--- config.mk ---
export PLATFORM = sky130hd
export DESIGN_NAME = ram_arbiter_flat
export DESIGN_NICKNAME = d
export VERILOG_FILES = /design/src/rtl/ram_arbiter_if.sv /design/src/rtl/ram_arbiter.sv /design/src/flat_wrapper.sv
export SDC_FILE = /design/constraint.sdc
export NUM_CORES = 1
export LEC_CHECK = 0
export BUFFER_PORTS_ARGS = -buffer_cell sky130_fd_sc_hd__buf_2
export CORE_ASPECT_RATIO = 0.6
export CORE_MARGIN = 5
export CORE_UTILIZATION = 30
export DETAILED_ROUTE_END_ITERATION = 8
export MAX_ROUTING_LAYER = met4
export SETUP_SLACK_MARGIN = 0.2
export SLEW_MARGIN = 10
export SYNTH_ARGS = -nofsm -noshare
export SYNTH_HDL_FRONTEND = slang
export SYNTH_SLANG_ARGS = --single-unit
--- constraint.sdc ---
create_clock -name clk -period 8.35 [get_ports clk]
set_input_delay 1.67 -clock clk [delete_from_list [all_inputs] [get_ports clk]]
set_output_delay 1.67 -clock clk [all_outputs]
set_load 0.005 [all_outputs]
--- src/rtl/ram_arbiter_if.sv ---
// Bus bundle between the two RAM masters, the arbiter and the single-port data RAM.
interface ram_arbiter_if #(
  parameter int ADDR_W = 10,
  parameter int DATA_W = 32
);
  logic              m0_req;
  logic              m0_we;
  logic [ADDR_W-1:0] m0_addr;
  logic [DATA_W-1:0] m0_wdata;
  logic              m0_ack;
  logic [DATA_W-1:0] m0_rdata;
  logic              m0_ready;

  logic              m1_req;
  logic              m1_we;
  logic [ADDR_W-1:0] m1_addr;
  logic [DATA_W-1:0] m1_wdata;
  logic              m1_ack;
  logic [DATA_W-1:0] m1_rdata;
  logic              m1_ready;

  logic [ADDR_W-1:0] ram_addr;
  logic              ram_we;
  logic [DATA_W-1:0] ram_din;
  logic [DATA_W-1:0] ram_dout;
  logic [1:0]        owner;

  modport slave (
    input  m0_req, m0_we, m0_addr, m0_wdata,
    input  m1_req, m1_we, m1_addr, m1_wdata,
    input  ram_dout,
    output m0_ack, m0_rdata, m0_ready,
    output m1_ack, m1_rdata, m1_ready,
    output ram_addr, ram_we, ram_din, owner
  );

  modport master (
    output m0_req, m0_we, m0_addr, m0_wdata,
    output m1_req, m1_we, m1_addr, m1_wdata,
    output ram_dout,
    input  m0_ack, m0_rdata, m0_ready,
    input  m1_ack, m1_rdata, m1_ready,
    input  ram_addr, ram_we, ram_din, owner
  );
endinterface

--- src/rtl/ram_arbiter.sv ---
// Two-master arbiter for the single-port data RAM: fixed 4-cycle transactions,
// M0 priority with M1 forced after M1_MAX_WAIT consecutive M0 grants.
module ram_arbiter #(
  parameter int ADDR_W      = 10,
  parameter int DATA_W      = 32,
  parameter int M1_MAX_WAIT = 4
) (
  input  logic           clk,
  input  logic           rst,
  ram_arbiter_if.slave   bus
);

  typedef enum logic [1:0] {IDLE, ISSUE, WAIT, ACK} state_e;

  localparam logic [3:0] MAX_WAIT = 4'(M1_MAX_WAIT);

  state_e            state_q, state_d;
  logic [ADDR_W-1:0] addr_q, addr_d;
  logic [DATA_W-1:0] din_q, din_d;
  logic              we_q, we_d;
  logic              ram_we_q, ram_we_d;
  logic [1:0]        owner_q, owner_d;
  logic              ack0_q, ack0_d;
  logic              ack1_q, ack1_d;
  logic [DATA_W-1:0] rdata0_q, rdata0_d;
  logic [DATA_W-1:0] rdata1_q, rdata1_d;
  logic [3:0]        wait_q, wait_d;
  logic              grant_m1;

  always_ff @(posedge clk or posedge rst) begin
    if (rst) begin
      state_q  <= IDLE;
      addr_q   <= '0;
      din_q    <= '0;
      we_q     <= 1'b0;
      ram_we_q <= 1'b0;
      owner_q  <= '0;
      ack0_q   <= 1'b0;
      ack1_q   <= 1'b0;
      rdata0_q <= '0;
      rdata1_q <= '0;
      wait_q   <= '0;
    end else begin
      state_q  <= state_d;
      addr_q   <= addr_d;
      din_q    <= din_d;
      we_q     <= we_d;
      ram_we_q <= ram_we_d;
      owner_q  <= owner_d;
      ack0_q   <= ack0_d;
      ack1_q   <= ack1_d;
      rdata0_q <= rdata0_d;
      rdata1_q <= rdata1_d;
      wait_q   <= wait_d;
    end
  end

  always_comb begin
    state_d  = state_q;
    addr_d   = addr_q;
    din_d    = din_q;
    we_d     = we_q;
    ram_we_d = 1'b0;
    owner_d  = owner_q;
    ack0_d   = 1'b0;
    ack1_d   = 1'b0;
    rdata0_d = rdata0_q;
    rdata1_d = rdata1_q;
    wait_d   = wait_q;
    grant_m1 = 1'b0;

    unique case (state_q)
      IDLE: begin
        if (!bus.m1_req) wait_d = '0;
        if (bus.m0_req || bus.m1_req) begin
          grant_m1 = bus.m1_req && (!bus.m0_req || (wait_q == MAX_WAIT));
          if (grant_m1) begin
            owner_d = 2'b10;
            addr_d  = bus.m1_addr;
            din_d   = bus.m1_wdata;
            we_d    = bus.m1_we;
            wait_d  = '0;
          end else begin
            owner_d = 2'b01;
            addr_d  = bus.m0_addr;
            din_d   = bus.m0_wdata;
            we_d    = bus.m0_we;
            if (bus.m1_req && (wait_q < MAX_WAIT)) wait_d = wait_q + 4'd1;
          end
          // Registered write strobe is high only for the ISSUE cycle that follows.
          ram_we_d = grant_m1 ? bus.m1_we : bus.m0_we;
          state_d  = ISSUE;
        end
      end
      ISSUE: state_d = WAIT;
      WAIT: begin
        state_d = ACK;
        if (owner_q[1]) begin
          ack1_d = 1'b1;
          if (!we_q) rdata1_d = bus.ram_dout;
        end else begin
          ack0_d = 1'b1;
          if (!we_q) rdata0_d = bus.ram_dout;
        end
      end
      ACK: begin
        state_d = IDLE;
        owner_d = '0;
      end
    endcase
  end

  assign bus.ram_addr = addr_q;
  assign bus.ram_din  = din_q;
  assign bus.ram_we   = ram_we_q;
  assign bus.owner    = owner_q;
  assign bus.m0_ack   = ack0_q;
  assign bus.m1_ack   = ack1_q;
  assign bus.m0_rdata = rdata0_q;
  assign bus.m1_rdata = rdata1_q;
  assign bus.m0_ready = ~bus.m0_req | ack0_q;
  assign bus.m1_ready = ~bus.m1_req | ack1_q;

endmodule

--- src/flat_wrapper.sv ---
// flat-port wrapper written by rule: the top's interface ports become plain ports
module ram_arbiter_flat 
#(
  parameter int ADDR_W      = 10,
  parameter int DATA_W      = 32,
  parameter int M1_MAX_WAIT = 4
)
  (clk, rst, bus_m0_req, bus_m0_we, bus_m0_addr, bus_m0_wdata, bus_m1_req, bus_m1_we, bus_m1_addr, bus_m1_wdata, bus_ram_dout, bus_m0_ack, bus_m0_rdata, bus_m0_ready, bus_m1_ack, bus_m1_rdata, bus_m1_ready, bus_ram_addr, bus_ram_we, bus_ram_din, bus_owner);
  ram_arbiter_if #(.ADDR_W(ADDR_W), .DATA_W(DATA_W)) bus_i ();
  input  logic clk;
  input  logic rst;
  input wire logic [$bits(bus_i.m0_req)-1:0] bus_m0_req;
  input wire logic [$bits(bus_i.m0_we)-1:0] bus_m0_we;
  input wire logic [$bits(bus_i.m0_addr)-1:0] bus_m0_addr;
  input wire logic [$bits(bus_i.m0_wdata)-1:0] bus_m0_wdata;
  input wire logic [$bits(bus_i.m1_req)-1:0] bus_m1_req;
  input wire logic [$bits(bus_i.m1_we)-1:0] bus_m1_we;
  input wire logic [$bits(bus_i.m1_addr)-1:0] bus_m1_addr;
  input wire logic [$bits(bus_i.m1_wdata)-1:0] bus_m1_wdata;
  input wire logic [$bits(bus_i.ram_dout)-1:0] bus_ram_dout;
  output wire logic [$bits(bus_i.m0_ack)-1:0] bus_m0_ack;
  output wire logic [$bits(bus_i.m0_rdata)-1:0] bus_m0_rdata;
  output wire logic [$bits(bus_i.m0_ready)-1:0] bus_m0_ready;
  output wire logic [$bits(bus_i.m1_ack)-1:0] bus_m1_ack;
  output wire logic [$bits(bus_i.m1_rdata)-1:0] bus_m1_rdata;
  output wire logic [$bits(bus_i.m1_ready)-1:0] bus_m1_ready;
  output wire logic [$bits(bus_i.ram_addr)-1:0] bus_ram_addr;
  output wire logic [$bits(bus_i.ram_we)-1:0] bus_ram_we;
  output wire logic [$bits(bus_i.ram_din)-1:0] bus_ram_din;
  output wire logic [$bits(bus_i.owner)-1:0] bus_owner;
  assign bus_i.m0_req = bus_m0_req;
  assign bus_i.m0_we = bus_m0_we;
  assign bus_i.m0_addr = bus_m0_addr;
  assign bus_i.m0_wdata = bus_m0_wdata;
  assign bus_i.m1_req = bus_m1_req;
  assign bus_i.m1_we = bus_m1_we;
  assign bus_i.m1_addr = bus_m1_addr;
  assign bus_i.m1_wdata = bus_m1_wdata;
  assign bus_i.ram_dout = bus_ram_dout;
  assign bus_m0_ack = bus_i.m0_ack;
  assign bus_m0_rdata = bus_i.m0_rdata;
  assign bus_m0_ready = bus_i.m0_ready;
  assign bus_m1_ack = bus_i.m1_ack;
  assign bus_m1_rdata = bus_i.m1_rdata;
  assign bus_m1_ready = bus_i.m1_ready;
  assign bus_ram_addr = bus_i.ram_addr;
  assign bus_ram_we = bus_i.ram_we;
  assign bus_ram_din = bus_i.ram_din;
  assign bus_owner = bus_i.owner;
  ram_arbiter #(.ADDR_W(ADDR_W), .DATA_W(DATA_W), .M1_MAX_WAIT(M1_MAX_WAIT)) u_core (.clk(clk), .rst(rst), .bus(bus_i));
endmodule
==> run summary, run 1 <==
Route
* Wirelength per Cell: 15.3 um
* detailed-routing iteration count for the pre-antenna-repair pass: 4
* Iteration-0 DRC Markers: 180
* drt via density: 4.57
* DRT antenna net count: 0
* post-route DRC violation count: 0
* via count of the routed design: 4,030
* final routed wirelength across all metal layers: 13.5 mm

Timing
* highest achievable clock rate: 266 MHz
* Fin. Hold Viols: 0
* minimum hold slack: 0.485 ns
* setup TNS after final layout: 0 ns
* min setup slack post-route: 4.59 ns
* worst rel slew slack: 0.269
* endpoints failing setup: 0
* number of pins with negative max-slew slack in the final report: 0
* fin crit share: 0.450
* RSZ-0062 raised after global routing: false
* worst-margin pin slew: 1.09 ns
* Clock Skew: 0.00695 ns
* crit path time final: 3.76 ns

Global route
* vias in the first global route: 4,325
* pin count of the biggest net entering global routing: 84
* total gr overflow: 0
* initial antenna violation count: 1
* Tot GR Track Use: 0.144
* wire length of the first global-routing pass: 21.5 mm

Worst hold path
* min-delay src: u_core.bus.m0_rdata[7]$_DFFE_PP0P_
* worst min-delay path category: reg -> reg

Floorplanning
* core area: 0.0162 sq mm
* DIE AREA: 0.0192 sq mm
* initial core utilization: 0.305
* Die Span X: 176 um
* die height: 109 um
* row count: 36
* I/O pin count: 235

Synth
* number of register bits inferred by synthesis: 118
* cell with the most instances after synthesis: sky130_fd_sc_hd__dfrtp_1
* distinct cell type count after synthesis: 25
* flip-flop cell with the highest count after synthesis: sky130_fd_sc_hd__dfrtp_1
* synthesized netlist cell count: 430
* share of synthesized flip-flops with an asynchronous set or reset: 1.00
* top area cells in the synthesized netlist: sky130_fd_sc_hd__dfrtp_1 60%, sky130_fd_sc_hd__mux2_2 12%, sky130_fd_sc_hd__a21oi_1 8.9%
* post-synth top area share: 0.598
* number of enable flip-flop cells after synthesis: 0
* Post-Synthesis Net Count: 558
* Commonest cells post-synth: 118 x sky130_fd_sc_hd__dfrtp_1, 88 x sky130_fd_sc_hd__a21oi_1, 53 x sky130_fd_sc_hd__mux2_2, 48 x sky130_fd_sc_hd__nand2_1, 46 x sky130_fd_sc_hd__nor2_1
* warning count from the yosys run: 0
* average footprint of a synthesized cell: 11.5 sq um
* total standard cell area after synthesis: 0.00494 sq mm
* portion of the post-synthesis area used by sequential elements: 0.598
* area leader, netlist: sky130_fd_sc_hd__dfrtp_1

Critical path
* Crit Reg-Reg Startpoint: u_core.state_q[0]$_DFFE_PP0P_
* worst endpoint data arrival time: 2.09 ns
* Crit path required time: 6.68 ns
* worst setup path startpoint: bus_m1_req
* crit path capture type: primary output
* Worst Setup Path Type: in -> out
* type of origin of the critical path: input pin
* maximum fanout count along the critical path: 7

Power and ir drop
* PwrDens: 385 mW/mm^2
* static power due to leakage: 3.38 nW
* Tot Pwr: 2.63 mW
* VDD IR max: 0.000153 V

Placement
* Port Buffer Count: 234
* worst slack, placed: 4.59 ns
* Placed Cells: 848
* Placed Area: 0.00624 sq mm
* detailed placer's ending HPWL: 9.91 mm
* final estimated routing congestion in global placement: 0.815

Finish
* net count reported at finish: 786
* count of filler cells inserted in the layout: 1,546
* count of non-filler cells in the finished layout: 881
* share of post-route cells with drive strength above 1: 0.489
* area growth from synthesis to layout: 38.4%
* post-route core utilization: 0.423
* final design instance area without fill: 0.00683 sq mm

CTS
* TritonCTS clock tree: done
* CTS buffer count: 17
* clock latency of the later-clocked register in the worst-skew pair: 0.40 ns
* maximum level of the CTS H-tree: 4
* clock-pin slew on the worst setup and hold paths: 0.06 ns
* count of clock tree sinks: 118
* post-CTS setup buffer count: 0
* count of hold buffers inserted by post-cts repair: 0
* number of buffers on the longest clock path: 2
* number of gates given a new drive strength after cts: 0
* CTS root buffer: sky130_fd_sc_hd__clkbuf_16

Flow run
* number of maximum-capacitance constraint violations: 0

Outcome
* result of the run: completed

==> layout make-up <==
type / count / area [sq um] / share of cell area
Sequential cell: 118 / 2950 / 0.432
Multi-Input combinational cell: 276 / 1800 / 0.263
Timing Repair Buffer: 237 / 1190 / 0.175
Clock buffer: 19 / 443 / 0.0648
Tap cell: 209 / 262 / 0.0383
Clock inverter: 13 / 148 / 0.0216
Inverter: 8 / 32.5 / 0.00476
Antenna cell: 1 / 2.50 / 0.000366
==> path summary, 6_finish.rpt <==
kind / cells after the start / slack, ns / endpoint
max: 3 / 4.59 / bus_m1_ready
min: 1 / 0.48 / u_core.bus.m0_rdata[7]$_DFFE_PP0P_
max reg2reg: 5 / 6.04 / u_core.bus.m0_rdata[18]$_DFFE_PP0P_
min reg2reg: 1 / 0.48 / u_core.bus.m0_rdata[7]$_DFFE_PP0P_
max in group asynchronous: 3 / 5.67 / u_core.bus.ram_din[24]$_DFFE_PP0P_
min in group asynchronous: 2 / 1.28 / u_core.bus.m0_rdata[14]$_DFFE_PP0P_
==> placed cells by master (no fill, tap or decap), drive strengths merged <==
master and n:
and3b 1, and2 1, o21a 1, clkinvlp 4, ha 6, nand2 48, buf 237, nor2 46
dfrtp 118, nor4b 1, o31ai 1, a21oi 88, a31oi 1, a22o 3, diode 1, inv 12
bufinv 2, o21ai 7, mux2 65, mux2i 1, nand2b 3, clkbuf 19, nor2b 3, clkinv 3
==> per-layer routing <==
layer,vias up,GRT usage,wire (um)
met2,141,0.237,6610
met4,0,0.0484,130
li1,1922,-,-
met5,-,-,0
met1,1955,0.171,5870
met3,12,0.0443,907
==> power breakdown <==
| group | internal [mW] | switching (mW) |
|---|---|---|
| registers | 0.858 | 0.146 |
| logic | 0.462 | 0.445 |
| clock network | 0.451 | 0.267 |
| total | 1.77 | 0.859 |
==> state kept, by name, summed over array words and instances, names as in the netlist <==
signal / count
u_core.state_q: 2
u_core.bus.m1_rdata: 32
u_core.bus.ram_addr: 10
u_core.bus.m0_ack: 1
u_core.bus.owner: 2
u_core.wait_q: 4
u_core.bus.ram_din: 32
u_core.bus.m1_ack: 1
u_core.bus.ram_we: 1
u_core.we_q: 1
u_core.bus.m0_rdata: 32
==> critical path, cell delays in order <==
cell and delay [ns]:
sky130_fd_sc_hd__buf_2 0.20, sky130_fd_sc_hd__nand2b_1 0.09, sky130_fd_sc_hd__buf_2 0.13
==> cells by family (layout without fill, tap and decap cells) <==
family,after synthesis,after routing,synth area share
flops,118,118,0.598
simple gates,103,103,0.0839
compound gates,101,101,0.109
mux,66,66,0.150
buf+inv,36,277,0.0436
fa+ha+maj,6,6,0.0152
other cells,0,1,0
Power figures use the tool's default switching activity.
==> run 2, diff against run 1 <==
Clock period 8.35 ns to 3.7 ns, I/O delays scaled along.
==> run summary, run 2 (synthesis results as in run 1) <==
CTS
* CTS buffer count: 17, unchanged
* clock-pin slew on the worst setup and hold paths: 0.05 ns, about the same
* clock latency of the later-clocked register in the worst-skew pair: 0.40 ns, about the same
* post-CTS setup buffer count: 0, unchanged
* count of hold buffers inserted by post-cts repair: 0, unchanged
* TritonCTS clock tree: done
* count of clock tree sinks: 118, unchanged
* maximum level of the CTS H-tree: 4, unchanged
* number of buffers on the longest clock path: 2, unchanged
* CTS root buffer: sky130_fd_sc_hd__clkbuf_16
* number of gates given a new drive strength after cts: 0, unchanged

Timing
* RSZ-0062 raised after global routing: false
* setup TNS after final layout: 0 ns, unchanged
* fin crit share: 0.615
* Clock Skew: 0.00941 ns, +0.00246 ns
* crit path time final: 2.28 ns
* worst rel slew slack: 0.288, +0.0196
* number of pins with negative max-slew slack in the final report: 0, unchanged
* highest achievable clock rate: 439 MHz
* worst-margin pin slew: 1.06 ns, -0.0293 ns
* endpoints failing setup: 0, unchanged
* Fin. Hold Viols: 0, unchanged

Power and ir drop
* PwrDens: 850 mW/mm^2, +120%
* Tot Pwr: 5.76 mW, +120%
* portion of total power attributed to the clock network: 0.252, -0.021
* VDD IR max: 0.000300 V, +96%
* combinational power share: 0.353, +0.008
* net load switching power: 1.90 mW, +120%
* internal power consumption: 3.86 mW, +120%
* sequential group share of total power: 0.395, +0.013
* sw frac: 0.330, +0.00321
* static power due to leakage: 3.35 nW, -0.78%

Finish
* commonest non-fill, non-tap cell in the layout: sky130_fd_sc_hd__buf_2
* net count reported at finish: 786, unchanged
* final design instance area without fill: 0.00677 sq mm, -0.92%
* share of post-route cells with drive strength above 1: 0.486, -0.00302
* Antenna diodes: 0, -1
* post-route core utilization: 0.419, -0.00387
* area growth from synthesis to layout: 37.1%
* leading cell types in the layout, fill and taps excluded: 234 x sky130_fd_sc_hd__buf_2, 118 x sky130_fd_sc_hd__dfrtp_1, 88 x sky130_fd_sc_hd__a21oi_1

Global route
* initial antenna violation count: 0, -1
* Tot GR Track Use: 0.147, +0.00310
* pin count of the biggest net entering global routing: 119, +42%
* wire length of the first global-routing pass: 21.9 mm, +2.0%
* vias in the first global route: 4,200, -2.9%
* total gr overflow: 0, unchanged

Route
* Wirelength per Cell: 15.8 um, +3.1%
* Iteration-0 DRC Markers: 225, +25%
* detailed-routing iteration count for the pre-antenna-repair pass: 4, unchanged
* via count of the routed design: 4,045, +0.37%
* post-route DRC violation count: 0, unchanged
* drt via density: 4.61, +0.72%
* final routed wirelength across all metal layers: 13.9 mm, +2.8%
* DRT antenna net count: 0, unchanged

Placement
* final estimated routing congestion in global placement: 0.822, +0.91%
* Port Buffer Count: 234, unchanged
* detailed placer's ending HPWL: 10.1 mm, +1.6%
* Placed Area: 0.00625 sq mm, +0.22%

Critical path
* type of origin of the critical path: flip-flop
* Crit path required time: 3.98 ns, -2.70 ns
* worst-path cell with the longest stage delay: sky130_fd_sc_hd__nor2b_4
* crit-path cells: inv_1 -> ha_1 -> nor2b_1 -> nor2b_4 -> mux2_2
* crit path capture type: flip-flop
* Worst Setup Path Type: reg -> reg
* maximum fanout count along the critical path: 32, +25
* Max stage delay on crit path: 0.85 ns, +0.65 ns
* worst endpoint data arrival time: 2.55 ns, +0.46 ns

Outcome
* result of the run: completed

Floorplanning
* DIE AREA: 0.0192 sq mm, unchanged
* Die Span X: 176 um, unchanged
* initial core utilization: 0.305, unchanged
* row count: 36, unchanged
* die height: 109 um, unchanged
* core area: 0.0162 sq mm, unchanged
* I/O pin count: 235, unchanged

Worst hold path
* worst min-delay path category: reg -> reg

Flow run
* number of maximum-capacitance constraint violations: 0, unchanged

run 2: cell count changes in the layout (fill, tap and decap cells not counted):
cell,change
sky130_fd_sc_hd__inv_6,-4
sky130_fd_sc_hd__buf_4,-1
sky130_fd_sc_hd__inv_4,-1
sky130_fd_sc_hd__bufinv_16,-2
sky130_fd_sc_hd__clkinv_4,-1
sky130_fd_sc_hd__clkbuf_8,+1
sky130_fd_sc_hd__diode_2,-1
sky130_fd_sc_hd__clkinv_2,+4
sky130_fd_sc_hd__clkbuf_1,+1
sky130_fd_sc_hd__buf_12,+1
run 2: per-stage QoR:
step           setup slack [ns]  hold slack [ns]  cells
5_1_grt                    1.16            0.502    878
3_5_place_dp               1.37            0.475    848
2_1_floorplan              1.52            0.483    430
3_3_place_gp               1.41            0.463    848
4_1_cts                    1.36            0.487    878
6_report                   1.42            0.487    878
run 2: layer usage:
metal	part of all wire	vias to the layer above	wire [um]	track usage
met5	0	-	0	-
met4	0.011	0	149	0.0462
met3	0.061	12	850	0.0333
met2	0.50	156	6900	0.245
met1	0.43	1964	5980	0.182
li1	-	1913	-	-
run 2: final timing paths:
path	startpoint	endpoint	slack (ns)	cells past startpoint
worst max-delay path	u_core.state_q[0]$_DFFE_PP0P_	u_core.bus.m0_rdata[16]$_DFFE_PP0P_	1.42	5
worst min-delay path	u_core.bus.m0_rdata[24]$_DFFE_PP0P_	u_core.bus.m0_rdata[24]$_DFFE_PP0P_	0.49	1
worst max register to register	u_core.state_q[0]$_DFFE_PP0P_	u_core.bus.m0_rdata[16]$_DFFE_PP0P_	1.42	5
worst min register to register	u_core.bus.m0_rdata[24]$_DFFE_PP0P_	u_core.bus.m0_rdata[24]$_DFFE_PP0P_	0.49	1
max in group asynchronous	rst	u_core.state_q[1]$_DFFE_PP0P_	2.68	3
min in group asynchronous	rst	u_core.bus.m1_rdata[3]$_DFFE_PP0P_	0.54	3
run 2: worst max-delay path: cells and delay by family (launching register included):
family | cells | cell delay [ns]
AND/OR/NAND/NOR | 2 | 1.04
multiplexers | 1 | 0.42
flip-flops | 1 | 0.38
adder cells (fa/ha/maj) | 1 | 0.19
buffers and inverters | 1 | 0.12
run 2: power by group through the flow:
| stage | Sequential, mW | Clock (mW) | Combinational (mW) |
|---|---|---|---|
| after floorplan | 2.31 | 0 | 1.07 |
| after CTS | 2.28 | 1.49 | 2.08 |
| after detailed placement | 2.29 | 0 | 2.08 |
| after global placement | 2.26 | 0 | 2.02 |
| after global routing | 2.36 | 1.55 | 2.28 |
| final | 2.27 | 1.45 | 2.03 |
run 2: final cells by class:
type | instances | area (sq um)
tap | 209 | 262
timing repair buffer | 237 | 1210
sequential | 118 | 2950
inverter | 8 | 33.8
fill | 1552 | 9400
multi-input combinational | 276 | 1800
clock buffer | 21 | 460
clock inverter | 9 | 56.3
